===== src/rtl/viterbi_pkg.sv =====
// ============================================================================
// Module      : viterbi_pkg
// Description : Shared types and sizing for the Viterbi decoder control path.
// Revision    : 1.0 - initial release
// ============================================================================
`default_nettype none

package viterbi_pkg;

    localparam int TRACEBACK_DEPTH = 16;
    localparam int DEC_W           = TRACEBACK_DEPTH * 2;
    localparam int CNT_W           = 7;

    typedef enum logic [2:0] {
        IDLE  = 3'd0,
        FILL  = 3'd1,
        SEL   = 3'd2,
        TRACE = 3'd3,
        HOLD  = 3'd4
    } ctrl_state_t;

endpackage

`default_nettype wire


===== src/rtl/viterbi_ctrl_if.sv =====
// ============================================================================
// Module      : viterbi_ctrl_if
// Description : Handshake/enable bundle between the sequencing controller
//               (master) and the symbol source / datapath / sink (slave).
// Revision    : 1.0 - initial release
// ============================================================================
`default_nettype none

interface viterbi_ctrl_if #(
    parameter int CNT_W = viterbi_pkg::CNT_W
);
    logic             i_start;
    logic             i_sym_valid;
    logic             o_sym_ready;
    logic             o_en_acs;
    logic             o_en_sel;
    logic             o_tb_rst;
    logic             o_en_t;
    logic             i_tb_done;
    logic             o_out_valid;
    logic             i_out_ready;
    logic             o_busy;
    logic [CNT_W-1:0] o_sym_cnt;
    logic             o_err;

    modport master (
        input  i_start, i_sym_valid, i_tb_done, i_out_ready,
        output o_sym_ready, o_en_acs, o_en_sel, o_tb_rst, o_en_t,
               o_out_valid, o_busy, o_sym_cnt, o_err
    );

    modport slave (
        output i_start, i_sym_valid, i_tb_done, i_out_ready,
        input  o_sym_ready, o_en_acs, o_en_sel, o_tb_rst, o_en_t,
               o_out_valid, o_busy, o_sym_cnt, o_err
    );
endinterface

`default_nettype wire


===== src/rtl/viterbi_wdog.sv =====
// ============================================================================
// Module      : viterbi_wdog
// Description : Loadable down-counter; o_expired is high once it reaches zero.
// Revision    : 1.0 - initial release
// ============================================================================
`default_nettype none

module viterbi_wdog #(
    parameter int CNT_W = 7
) (
    input  logic             clk,
    input  logic             rst,
    input  logic             i_load,
    input  logic [CNT_W-1:0] i_load_val,
    input  logic             i_en,
    output logic             o_expired
);

    logic [CNT_W-1:0] r_cnt;

    always_ff @(posedge clk) begin
        if (!rst) begin
            r_cnt <= '0;
        end else if (i_load) begin
            r_cnt <= i_load_val;
        end else if (i_en && (r_cnt != '0)) begin
            r_cnt <= r_cnt - 1'b1;
        end
    end

    assign o_expired = (r_cnt == '0);

endmodule

`default_nettype wire


===== src/rtl/viterbi_ctrl.sv =====
// ============================================================================
// Module      : viterbi_ctrl
// Description : Block sequencer for the Viterbi datapath: symbol fill, min-node
//               select, traceback and output hold. Optional TRACE watchdog
//               enabled by VITERBI_CTRL_WATCHDOG_EN.
// Revision    : 1.0 - initial release
// ============================================================================
`default_nettype none

module viterbi_ctrl #(
    parameter int TRACEBACK_DEPTH = viterbi_pkg::TRACEBACK_DEPTH,
    parameter int CNT_W           = viterbi_pkg::CNT_W
`ifdef VITERBI_CTRL_WATCHDOG_EN
    ,
    parameter int TO_CYCLES       = TRACEBACK_DEPTH + 4
`endif
) (
    input  logic            clk,
    input  logic            rst,
    viterbi_ctrl_if.master  bus
);

    import viterbi_pkg::*;

    localparam logic [CNT_W-1:0] c_last = CNT_W'(TRACEBACK_DEPTH - 1);

    ctrl_state_t      r_state;
    ctrl_state_t      w_next;
    logic [CNT_W-1:0] r_sym_cnt;
    logic             r_en_sel;
    logic             r_tb_rst;
    logic             r_en_t;
    logic             r_out_valid;
    logic             r_busy;
    logic             w_sym_ready;
    logic             w_handshake;
    logic             w_expired;

    assign w_sym_ready = (r_state == FILL);
    assign w_handshake = w_sym_ready & bus.i_sym_valid;

`ifdef VITERBI_CTRL_WATCHDOG_EN
    localparam logic [CNT_W-1:0] c_to_load = CNT_W'(TO_CYCLES - 1);

    logic r_err;

    // Loaded during SEL so TRACE lasts exactly TO_CYCLES cycles before expiry.
    viterbi_wdog #(
        .CNT_W      (CNT_W)
    ) u_wdog (
        .clk        (clk),
        .rst        (rst),
        .i_load     (r_state == SEL),
        .i_load_val (c_to_load),
        .i_en       (r_state == TRACE),
        .o_expired  (w_expired)
    );

    always_ff @(posedge clk) begin
        if (!rst) begin
            r_err <= 1'b0;
        end else if ((r_state == TRACE) && !bus.i_tb_done && w_expired) begin
            r_err <= 1'b1;
        end
    end

    assign bus.o_err = r_err;
`else
    assign w_expired = 1'b0;
    assign bus.o_err = 1'b0;
`endif

    always_comb begin
        w_next = r_state;
        case (r_state)
            IDLE:    if (bus.i_start) w_next = FILL;
            FILL:    if (w_handshake && (r_sym_cnt == c_last)) w_next = SEL;
            SEL:     w_next = TRACE;
            TRACE: begin
                if (bus.i_tb_done)  w_next = HOLD;
                else if (w_expired) w_next = IDLE;
            end
            HOLD:    if (bus.i_out_ready) w_next = IDLE;
            default: w_next = IDLE;
        endcase
    end

    // Registered outputs are decoded from the next state so they align with r_state.
    always_ff @(posedge clk) begin
        if (!rst) begin
            r_state     <= IDLE;
            r_sym_cnt   <= '0;
            r_en_sel    <= 1'b0;
            r_tb_rst    <= 1'b0;
            r_en_t      <= 1'b0;
            r_out_valid <= 1'b0;
            r_busy      <= 1'b0;
        end else begin
            r_state     <= w_next;
            r_en_sel    <= (w_next == SEL);
            r_tb_rst    <= (w_next == TRACE) || (w_next == HOLD);
            r_en_t      <= (w_next == TRACE);
            r_out_valid <= (w_next == HOLD);
            r_busy      <= (w_next != IDLE);
            if ((r_state == IDLE) && bus.i_start) begin
                r_sym_cnt <= '0;
            end else if (w_handshake) begin
                r_sym_cnt <= r_sym_cnt + 1'b1;
            end
        end
    end

    assign bus.o_sym_ready = w_sym_ready;
    assign bus.o_en_acs    = w_handshake;
    assign bus.o_en_sel    = r_en_sel;
    assign bus.o_tb_rst    = r_tb_rst;
    assign bus.o_en_t      = r_en_t;
    assign bus.o_out_valid = r_out_valid;
    assign bus.o_busy      = r_busy;
    assign bus.o_sym_cnt   = r_sym_cnt;

endmodule

`default_nettype wire


===== src/flat_wrapper.sv =====
// flat-port wrapper written by rule: the top's interface ports become plain ports
module viterbi_ctrl_flat import viterbi_pkg::*;
#(
    parameter int TRACEBACK_DEPTH = viterbi_pkg::TRACEBACK_DEPTH,
    parameter int CNT_W           = viterbi_pkg::CNT_W

)
  (clk, rst, bus_i_start, bus_i_sym_valid, bus_i_tb_done, bus_i_out_ready, bus_o_sym_ready, bus_o_en_acs, bus_o_en_sel, bus_o_tb_rst, bus_o_en_t, bus_o_out_valid, bus_o_busy, bus_o_sym_cnt, bus_o_err);
  viterbi_ctrl_if #(.CNT_W(CNT_W)) bus_i ();
  input  logic clk;
  input  logic rst;
  input wire logic [$bits(bus_i.i_start)-1:0] bus_i_start;
  input wire logic [$bits(bus_i.i_sym_valid)-1:0] bus_i_sym_valid;
  input wire logic [$bits(bus_i.i_tb_done)-1:0] bus_i_tb_done;
  input wire logic [$bits(bus_i.i_out_ready)-1:0] bus_i_out_ready;
  output wire logic [$bits(bus_i.o_sym_ready)-1:0] bus_o_sym_ready;
  output wire logic [$bits(bus_i.o_en_acs)-1:0] bus_o_en_acs;
  output wire logic [$bits(bus_i.o_en_sel)-1:0] bus_o_en_sel;
  output wire logic [$bits(bus_i.o_tb_rst)-1:0] bus_o_tb_rst;
  output wire logic [$bits(bus_i.o_en_t)-1:0] bus_o_en_t;
  output wire logic [$bits(bus_i.o_out_valid)-1:0] bus_o_out_valid;
  output wire logic [$bits(bus_i.o_busy)-1:0] bus_o_busy;
  output wire logic [$bits(bus_i.o_sym_cnt)-1:0] bus_o_sym_cnt;
  output wire logic [$bits(bus_i.o_err)-1:0] bus_o_err;
  assign bus_i.i_start = bus_i_start;
  assign bus_i.i_sym_valid = bus_i_sym_valid;
  assign bus_i.i_tb_done = bus_i_tb_done;
  assign bus_i.i_out_ready = bus_i_out_ready;
  assign bus_o_sym_ready = bus_i.o_sym_ready;
  assign bus_o_en_acs = bus_i.o_en_acs;
  assign bus_o_en_sel = bus_i.o_en_sel;
  assign bus_o_tb_rst = bus_i.o_tb_rst;
  assign bus_o_en_t = bus_i.o_en_t;
  assign bus_o_out_valid = bus_i.o_out_valid;
  assign bus_o_busy = bus_i.o_busy;
  assign bus_o_sym_cnt = bus_i.o_sym_cnt;
  assign bus_o_err = bus_i.o_err;
  viterbi_ctrl #(.TRACEBACK_DEPTH(TRACEBACK_DEPTH), .CNT_W(CNT_W)) u_core (.clk(clk), .rst(rst), .bus(bus_i));
endmodule

===== config.mk =====
export PLATFORM = sky130hd
export DESIGN_NAME = viterbi_ctrl_flat
export DESIGN_NICKNAME = d
export VERILOG_FILES = /design/src/rtl/viterbi_pkg.sv /design/src/rtl/viterbi_ctrl_if.sv /design/src/rtl/viterbi_wdog.sv /design/src/rtl/viterbi_ctrl.sv /design/src/flat_wrapper.sv
export SDC_FILE = /design/constraint.sdc
export NUM_CORES = 1
export LEC_CHECK = 0
export CORE_MARGIN = 2
export CORE_UTILIZATION = 45
export CTS_BUF_LIST = sky130_fd_sc_hd__clkbuf_4 sky130_fd_sc_hd__clkbuf_8
export DETAILED_ROUTE_END_ITERATION = 10
export GPL_TIMING_DRIVEN = 0
export HOLD_SLACK_MARGIN = 0.1
export PLACE_DENSITY = 0.78
export SLEW_MARGIN = 20
export SYNTH_ARGS = -nofsm -noshare
export SYNTH_HDL_FRONTEND = slang
export SYNTH_SLANG_ARGS = --single-unit
export TNS_END_PERCENT = 30

===== constraint.sdc =====
create_clock -name clk -period 3.2 [get_ports clk]
set_clock_uncertainty 0.05 [all_clocks]
set_input_delay 0.96 -clock clk [delete_from_list [all_inputs] [get_ports clk]]
set_output_delay 0.96 -clock clk [all_outputs]
set_load 0.05 [all_outputs]

# == After elaboration in Yosys (flattened, before gate mapping) ==
# Index checks and enable logic that the tools add are counted.
# word_totals
regBits,15
latch_bits,0
mem_bits_rw,0
romBits,0
input_bits,6
out_inout_bits,15
word_cells,29
n_memories,0
# op_classes
add_sub_neg,1
n_mul,0
div,0
magnitude_cmp,0
eq_ne,8
shifts,0
mux,5
bitwise,2
n_reduce_logical,6
# op_table
op,n
3-bit case mux with 5 select lines,1
"3-bit by 2-bit equality test with 1-bit output, second input constant",4
3-bit 2-to-1 mux,4
"7-bit by 1-bit adder with 7-bit output, second input constant",1
"7-bit by 4-bit equality test with 1-bit output, second input constant",1
"3-bit equality test, second input constant",2
"3-bit by 1-bit equality test with 1-bit output, second input constant",1
3-bit logical NOT,1
3-bit nonzero test,1
1-bit logical AND,2
2-bit OR reduction,1
1-bit AND,1
1-bit logical OR,1
1-bit NOT,1

# == Depth between registers and ports, before layout ==
# Gate-level depths: netlist of run 1.
# logic_depth
ltp_word,7
mapped_depth,6

# == Worst setup path before layout of run 1 ==
# OpenSTA, ideal clock, no wires.
# synth_path
kind,reg-to-output
start,register u_core.r_state[0]
end,output port bus_o_sym_ready
t_arrival_ns,1.605
path_slack_ns,0.585
stages_incl_launch_ff,3
cell_sequence,dfxtp_1 inv_1 nor3_1
# synth_via
elab_chain_len,1
# synth_lines
element,line,rtl
"start, declared",viterbi_ctrl.sv:27,ctrl_state_t r_state;
"start signal, assigned",viterbi_ctrl.sv:99,r_state <= w_next;
3-bit by 1-bit equality test with 1-bit output,viterbi_ctrl.sv:39,assign w_sym_ready = (r_state == FILL);
"end, declared",flat_wrapper.sv:16,output wire logic [$bits(bus_i.o_sym_ready)-1:0] bus_o_sym_ready;
# No other way between the ends.

# == Final worst setup path of run 1 ==
# layout_path
start,input port bus_i_sym_valid
end,output port bus_o_en_acs
# layout_via
elab_chain_len,1
# layout_lines
element,line,rtl
"start, declared",flat_wrapper.sv:13,input wire logic [$bits(bus_i.i_sym_valid)-1:0] bus_i_sym_valid;
1-bit AND,viterbi_ctrl.sv:40,assign w_handshake = w_sym_ready & bus.i_sym_valid;
"end, declared",flat_wrapper.sv:17,output wire logic [$bits(bus_i.o_en_acs)-1:0] bus_o_en_acs;
# No other way between the ends.

==> run_results.csv, run 1 <==
group,metric,value,unit
synth,synth_nets,83,
run,maxCapViolCount,0,
setup_path,rr_worst_depth,5,
grt,grt_max_degree,11,
clocking,ctsHtreeMaxLevel,1,
hold_path,holdPathEnd,"u_core.bus.o_sym_cnt[1]",
hold_path,hold_path.class,"flop to flop",
sta,finalSetupViolations,0,
sta,fin_crit_sh,97.90,%
sta,rsz0062_at_grt,"false",
place,dp.cells,110,
floorplan,placementRows,13,
sta,post-route-min-period,3.133,ns
clocking,path_clk_slew,0.09,ns
synth,synth_edf_count,0,
grt,grt_use_total,17.12,%
synth,synth.distinct_cells,26,
place,gp_congestion,0.7747,
routing,wire_per_inst,11.77,um
routing,drc,0,
synth,ys_top_cells_by_area,"dfxtp_1 45%, a21oi_1 6.7%, nor2_1 4.5%",
hold_path,min_path_cells,2,
synth,ys_ff_latch,15,
final_layout,regArea,300.3,sq um
routing,num_vias,602,
clocking,cts_tree,"done",
clocking,clock_latency,0.28,ns
grt,antenna_found_initial,0,
setup_path,crit_chain,"clkdlybuf4s50_1, nand4bb_4, buf_6, inv_1, buf_6",
synth,netlist.area_leader.share,44.61,%
pwr,ir_worst_vdd,0.2320,mV
floorplan,die_x,42.68,um
grt,grt_pass1_vias,550,
final_layout,fill_cells,125,
final_layout,area_growth,35.32,%
setup_path,r2r_slack,1.68,ns
sta,hold_viol_final,0,
synth,synth-main-ff-cell,"dfxtp_1",
setup_path,critPathMostFrequentCell,"buf_6",
setup_path,r2r_end,"u_core.bus.o_sym_cnt[4]",
setup_path,crit_type,"input pin to output pin",
floorplan,die_area,0.001821,sq mm
setup_path,cp_data_required_time,2.19,ns
final_layout,postLayoutCoreUtil,67.47,%
setup_path,critPathSlowestCell,"clkdlybuf4s50_1",
setup_path,cp-start-kind,"input pin",
setup_path,slowest_delay,0.54,ns
hold_path,hold_start,"u_core.bus.o_sym_cnt[1]",
synth,synth_warnings,0,
sta,max_slew.worst_pin.slew,0.5036,ns
pwr,p_per_area,394.2,mW/mm^2
clocking,post_cts_buffers,0,
clocking,postCtsHoldBufs,0,
grt,grt_pass1_wl,2373,um
routing,viasPerCell,5.281,
clocking,clock_path_buffers,2,
final_layout,fin_cells,114,
final_layout,antenna-diode-count,0,
place,dp_hpwl,984.9,um
clocking,clkSinkCount,15,
final_layout,multiInputGateArea,324.1,sq um
synth,synth_top_area_cell,"dfxtp_1",
sta,slew_headroom,66.32,%
routing,wl,1342,um
setup_path,r2r_start,"u_core.r_state[2]",
floorplan,io_pins,21,
pwr,leakagePower,0.3208,nW
synth,yosysSeqAreaShare,44.61,%
routing,dr.pass1.iters,4,
setup_path,crit_arrival,2.12,ns
floorplan,core_area,0.001350,sq mm
setup_path,cp_max_fo,10,
routing,drt_iter0_drc,20,
final_layout,drive_gt1_share,14.14,%
synth,async_reset_ff_share,0,%
sta,fmax,319.2,MHz
synth,syn_area,673.1,sq um
routing,ant_nets,0,
setup_path,endpoint_kind,"output pin",
floorplan,dieHeight,42.68,um
place,io_buffers,19,
status,outcome,"finished clean",
clocking,cts_buffers,3,
synth,syn_inst,76,
final_layout,nNetsFinal,107,
clocking,cts_root_buf,"clkbuf_4",
synth,syn_area_per_cell,8.857,sq um
floorplan,start_util,49.86,%
grt,grt_remaining_overflow,0,
sta,slew_violations,0,
-- worst max-delay path: cells and delay by family --
kind | cells | cell delay [ns]
buffers and inverters | 4 | 1.02
and+or+nand+nor | 1 | 0.14
-- cells by family (layout without fill, tap and decap cells) --
group,count (synthesis),count (layout),synth area share [%]
compound gates,18,18,16.91
xor+xnor,1,1,1.301
fa+ha+maj,1,1,1.858
other cells,1,1,0.5571
simple gates,32,32,27.51
buf+inv,8,31,7.248
flops,15,15,44.61
-- registers in the layout, summed over array words and instances, names as in the netlist --
signal	cells
u_core.bus.o_out_valid	1
u_core.bus.o_tb_rst	1
u_core.bus.o_en_sel	1
u_core.bus.o_sym_cnt	7
u_core.r_state	3
u_core.bus.o_busy	1
u_core.bus.o_en_t	1
-- where the power goes --
part | leakage, nW | internal (W) | switching [W] | total [W]
logic | 0.182 | 0.0000233 | 0.0000348 | 0.0000581
clock network | 0.0177 | 0.0000463 | 0.0000605 | 0.000107
registers | 0.121 | 0.000190 | 0.00000430 | 0.000194
-- placed cells by master (no fill, tap or decap) --
cell type,synthesis,final
clkinv_2,0,1
a32o_1,1,1
nor2_1,8,8
buf_6,2,3
clkbuf_4,0,3
nor3_1,4,4
or2_2,1,1
nand4_1,2,2
clkdlybuf4s50_1,0,18
and2b_2,1,1
a32oi_1,1,1
and2_1,1,1
nand2_1,7,7
o31ai_1,3,3
inv_1,4,4
or4_1,3,3
dfxtp_1,15,15
or3_2,2,2
nand4bb_4,1,1
nand3_1,2,2
clkinv_1,1,1
xnor2_1,1,1
conb_1,1,1
buf_4,1,1
a31o_2,1,1
a21oi_1,9,9
o21ai_0,2,2
a22o_1,1,1
ha_1,1,1
-- worst max path at each step --
stage / slack (ns) / start / endpoint / cells after the start
5_1_grt: 0.01 / bus_i_sym_valid / bus_o_en_acs / 5
4_1_cts: 0.05 / bus_i_sym_valid / bus_o_en_acs / 5
3_5_place_dp: -0.55 / bus_i_sym_valid / bus_o_en_acs / 5
2_1_floorplan: 0.58 / u_core.r_state[0] / bus_o_sym_ready / 2
6_report: 0.07 / bus_i_sym_valid / bus_o_en_acs / 5
3_3_place_gp: -0.55 / bus_i_sym_valid / bus_o_en_acs / 5
-- per-stage QoR --
step           instance area (sq um)  hold WS (ns)  setup slack [ns]  TNS (ns)  power (W)
5_1_grt                        910.9        0.4775           0.01108         0  0.0003765
6_report                       910.9        0.4455           0.06715         0  0.0003591
3_5_place_dp                   882.1        0.4355           -0.5480   -0.5480  0.0002558
4_1_cts                        907.1        0.4484           0.04534         0  0.0003652
2_1_floorplan                  673.1        0.5011            0.5846         0  0.0002361
3_3_place_gp                   882.1        0.4322           -0.5518   -0.5518  0.0002555
-- timing repair --
item                       in CTS  in global routing
setup endpoints to repair       1                  1
gates resized for setup         6                  1
gates cloned                    0                  0
-- Yosys cell counts (2+ instances only) --
cell,instances
nand2_1,7
o21ai_0,2
nand4_1,2
nor2_1,8
nand3_1,2
nor3_1,4
buf_6,2
a21oi_1,9
o31ai_1,3
or3_2,2
or4_1,3
dfxtp_1,15
inv_1,4
-- cell type report --
class / instances / area share [%]
Buffer: 3 / 3.297
Clock buffer: 3 / 2.473
Clock inverter: 1 / 0.5495
Inverter: 5 / 2.060
Multi-Input combinational cell: 53 / 35.58
Sequential cell: 15 / 32.97
Tap cell: 15 / 2.060
Timing Repair Buffer: 19 / 21.02
-- routing by layer --
| metal | up-vias | GRT usage [%] | share of wire (%) |
|---|---|---|---|
| li1 | 316 | - | - |
| met1 | 270 | 24.60 | 51 |
| met2 | 14 | 23.94 | 43 |
| met3 | 2 | 1.702 | 4.3 |
| met4 | 0 | 11.25 | 1.4 |
| met5 | - | 0 | 0 |
(Power assumes the default switching activity.)
==> run 2: changes to the inputs <==
--- a/config.mk
+++ b/config.mk
@@ -5,7 +5,6 @@
 export SDC_FILE = /design/constraint.sdc
 export NUM_CORES = 1
 export LEC_CHECK = 0
-export CORE_MARGIN = 2
 export CORE_UTILIZATION = 45
 export CTS_BUF_LIST = sky130_fd_sc_hd__clkbuf_4 sky130_fd_sc_hd__clkbuf_8
 export DETAILED_ROUTE_END_ITERATION = 10
==> run 2 against run 1 <==
Hold slack improved by 0.00099 ns. Die area is 9.2% lower. Clock-buffer cell count unchanged. Combinational power is essentially flat. Maximum frequency down 0.27%. Non-clock buffer count unchanged. Register-to-register slack is essentially flat. Setup slack got worse by 0.0085 ns. Critical path depth is the same. Global-route usage is 1.3 points higher. Flip-flop and latch count did not move. Critical endpoint unchanged. Highest routed layer unchanged.
==> run_results.csv, run 2 (synthesis gave the netlist of run 1 again) <==
group,metric,value,unit
status,outcome,"finished clean",
floorplan,die_area,0.001654,sq mm
routing,num_vias,602,
routing,drc,0,
place,gp_congestion,0.7755,
setup_path,cp-start-kind,"input pin",
clocking,path_clk_slew,0.09,ns
hold_path,min_path_cells,2,
grt,grt_pass1_vias,447,
sta,post-route-min-period,3.141,ns
place,io_buffers,19,
routing,ant_nets,0,
sta,slew_headroom,66.74,%
setup_path,crit_type,"input pin to output pin",
routing,viasPerCell,5.281,
routing,wire_per_inst,11.35,um
pwr,p_per_area,399.3,mW/mm^2
clocking,post_cts_buffers,0,
grt,antenna_found_initial,0,
grt,grt_pass1_wl,1959,um
grt,grt_use_total,18.41,%
floorplan,core_area,0.001350,sq mm
final_layout,drive_gt1_share,14.14,%
setup_path,rr_worst_depth,4,
clocking,cts_tree,"done",
clocking,postCtsHoldBufs,0,
final_layout,largest_reg_flops,7,
setup_path,cp_data_required_time,2.19,ns
setup_path,endpoint_kind,"output pin",
pwr,leakagePower,0.3208,nW
sta,rsz0062_at_grt,"false",
grt,grt_remaining_overflow,0,
run,maxCapViolCount,0,
sta,fmax,318.3,MHz
routing,dr.pass1.iters,4,
sta,max_slew.worst_pin.slew,0.4973,ns
final_layout,nNetsFinal,107,
grt,grt_max_degree,11,
routing,wl,1294,um
clocking,cts_buffers,3,
floorplan,dieHeight,40.68,um
pwr,power.share.switching,28.59,%
floorplan,die_x,40.68,um
clocking,clock_latency,0.29,ns
pwr,combPwrFrac,15.9,%
pwr,p_clk_share,30.7,%
setup_path,cp_max_fo,10,
pwr,p_total,0.0003637,W
pwr,p_sw,0.0001040,W
pwr,intPower,0.0002598,W
pwr,power_frac_seq,53.4,%
sta,slew_violations,0,
final_layout,area_growth,35.32,%
clocking,ctsHtreeMaxLevel,1,
final_layout,final_cell_mix,"18 x clkdlybuf4s50_1, 15 x dfxtp_1, 9 x a21oi_1, 8 x nor2_1, 7 x nand2_1",
clocking,cts_root_buf,"clkbuf_4",
sta,fin_crit_sh,98.17,%
sta,hold-worst-slack,0.4465,ns
floorplan,placementRows,13,
clocking,clock_path_buffers,2,
floorplan,start_util,49.86,%
clocking,clkSinkCount,15,
sta,hold_viol_final,0,
final_layout,antenna-diode-count,0,
setup_path,crit_arrival,2.13,ns
routing,drt_iter0_drc,7,
hold_path,hold_path.class,"flop to flop",
floorplan,io_pins,21,
sta,finalSetupViolations,0,
final_layout,final_common_cell,"clkdlybuf4s50_1",
place,dp_hpwl,974.4,um
pwr,ir_worst_vdd,0.2846,mV
-- run 2: cell counts in the layout (fill, tap and decap cells not counted) --
Identical to the previous run, type by type.
-- run 2: timing repair --
| item | in CTS | in global routing |
|---|---|---|
| resized for setup | 6 | 1 |
| endpoints found under the hold margin | 0 | 0 |
| endpoints found under the setup margin | 1 | 1 |
-- run 2: layout make-up --
cell class | instances | area [sq um]
fillers | 123 | 439.2
multi-input cells | 53 | 324.1
flip-flops and latches | 15 | 300.3
repair buffers | 19 | 191.4
plain buffers | 3 | 30.03
clock buffers | 3 | 22.52
inverters | 5 | 18.77
well taps | 15 | 18.77
clock inverters | 1 | 5.005
-- run 2: power groups by stage --
| stage | combinational, W | sequential, W | clock [W] |
|---|---|---|---|
| 2_1_floorplan | 0.0000318 | 0.000204 | 0 |
| 3_3_place_gp | 0.0000569 | 0.000198 | 0 |
| 3_5_place_dp | 0.0000576 | 0.000199 | 0 |
| 4_1_cts | 0.0000576 | 0.000194 | 0.000114 |
| 5_1_grt | 0.0000621 | 0.000195 | 0.000120 |
| 6_report | 0.0000580 | 0.000194 | 0.000112 |
-- run 2: layer usage --
layer | global-route usage, % | part of all wire [%]
met1 | 27.33 | 51
met2 | 23.41 | 42
met3 | 6.522 | 5.2
met4 | 7.500 | 1.4
met5 | 0 | 0
-- run 2: path summary, 6_finish.rpt --
| check | from | endpoint | slack (ns) |
|---|---|---|---|
| worst max-delay path | bus_i_sym_valid | bus_o_en_acs | 0.06 |
| worst min-delay path | u_core.bus.o_sym_cnt[1] | u_core.bus.o_sym_cnt[1] | 0.45 |
| worst max register to register | u_core.r_state[1] | u_core.bus.o_sym_cnt[4] | 1.68 |
| worst min register to register | u_core.bus.o_sym_cnt[1] | u_core.bus.o_sym_cnt[1] | 0.45 |
-- run 2: critical path, stage by stage --
cell             delay (ns)
clkdlybuf4s50_1        0.54
nand4bb_4              0.13
buf_6                  0.16
inv_1                  0.15
buf_6                  0.18
-- run 2: per-stage QoR --
step / setup slack, ns / cells / utilization [%] / area, sq um / TNS (ns)
2_1_floorplan: 0.5846 / 76 / - / 673.1 / 0
3_3_place_gp: -0.5506 / 110 / 65.34 / 882.1 / -0.5506
3_5_place_dp: -0.5523 / 110 / 65.34 / 882.1 / -0.5523
4_1_cts: 0.04297 / 114 / 67.19 / 907.1 / 0
5_1_grt: 0.001135 / 114 / 67.47 / 910.9 / 0
6_report: 0.05863 / 114 / 67.47 / 910.9 / 0
==> run 3: changes to the inputs <==
--- a/config.mk
+++ b/config.mk
@@ -5,6 +5,7 @@
 export SDC_FILE = /design/constraint.sdc
 export NUM_CORES = 1
 export LEC_CHECK = 0
+export CAP_MARGIN = 10
 export CORE_UTILIZATION = 45
 export CTS_BUF_LIST = sky130_fd_sc_hd__clkbuf_4 sky130_fd_sc_hd__clkbuf_8
 export DETAILED_ROUTE_END_ITERATION = 10
==> results of run 3 <==
Final layout, timing and power as in run 2 (identical DEF).
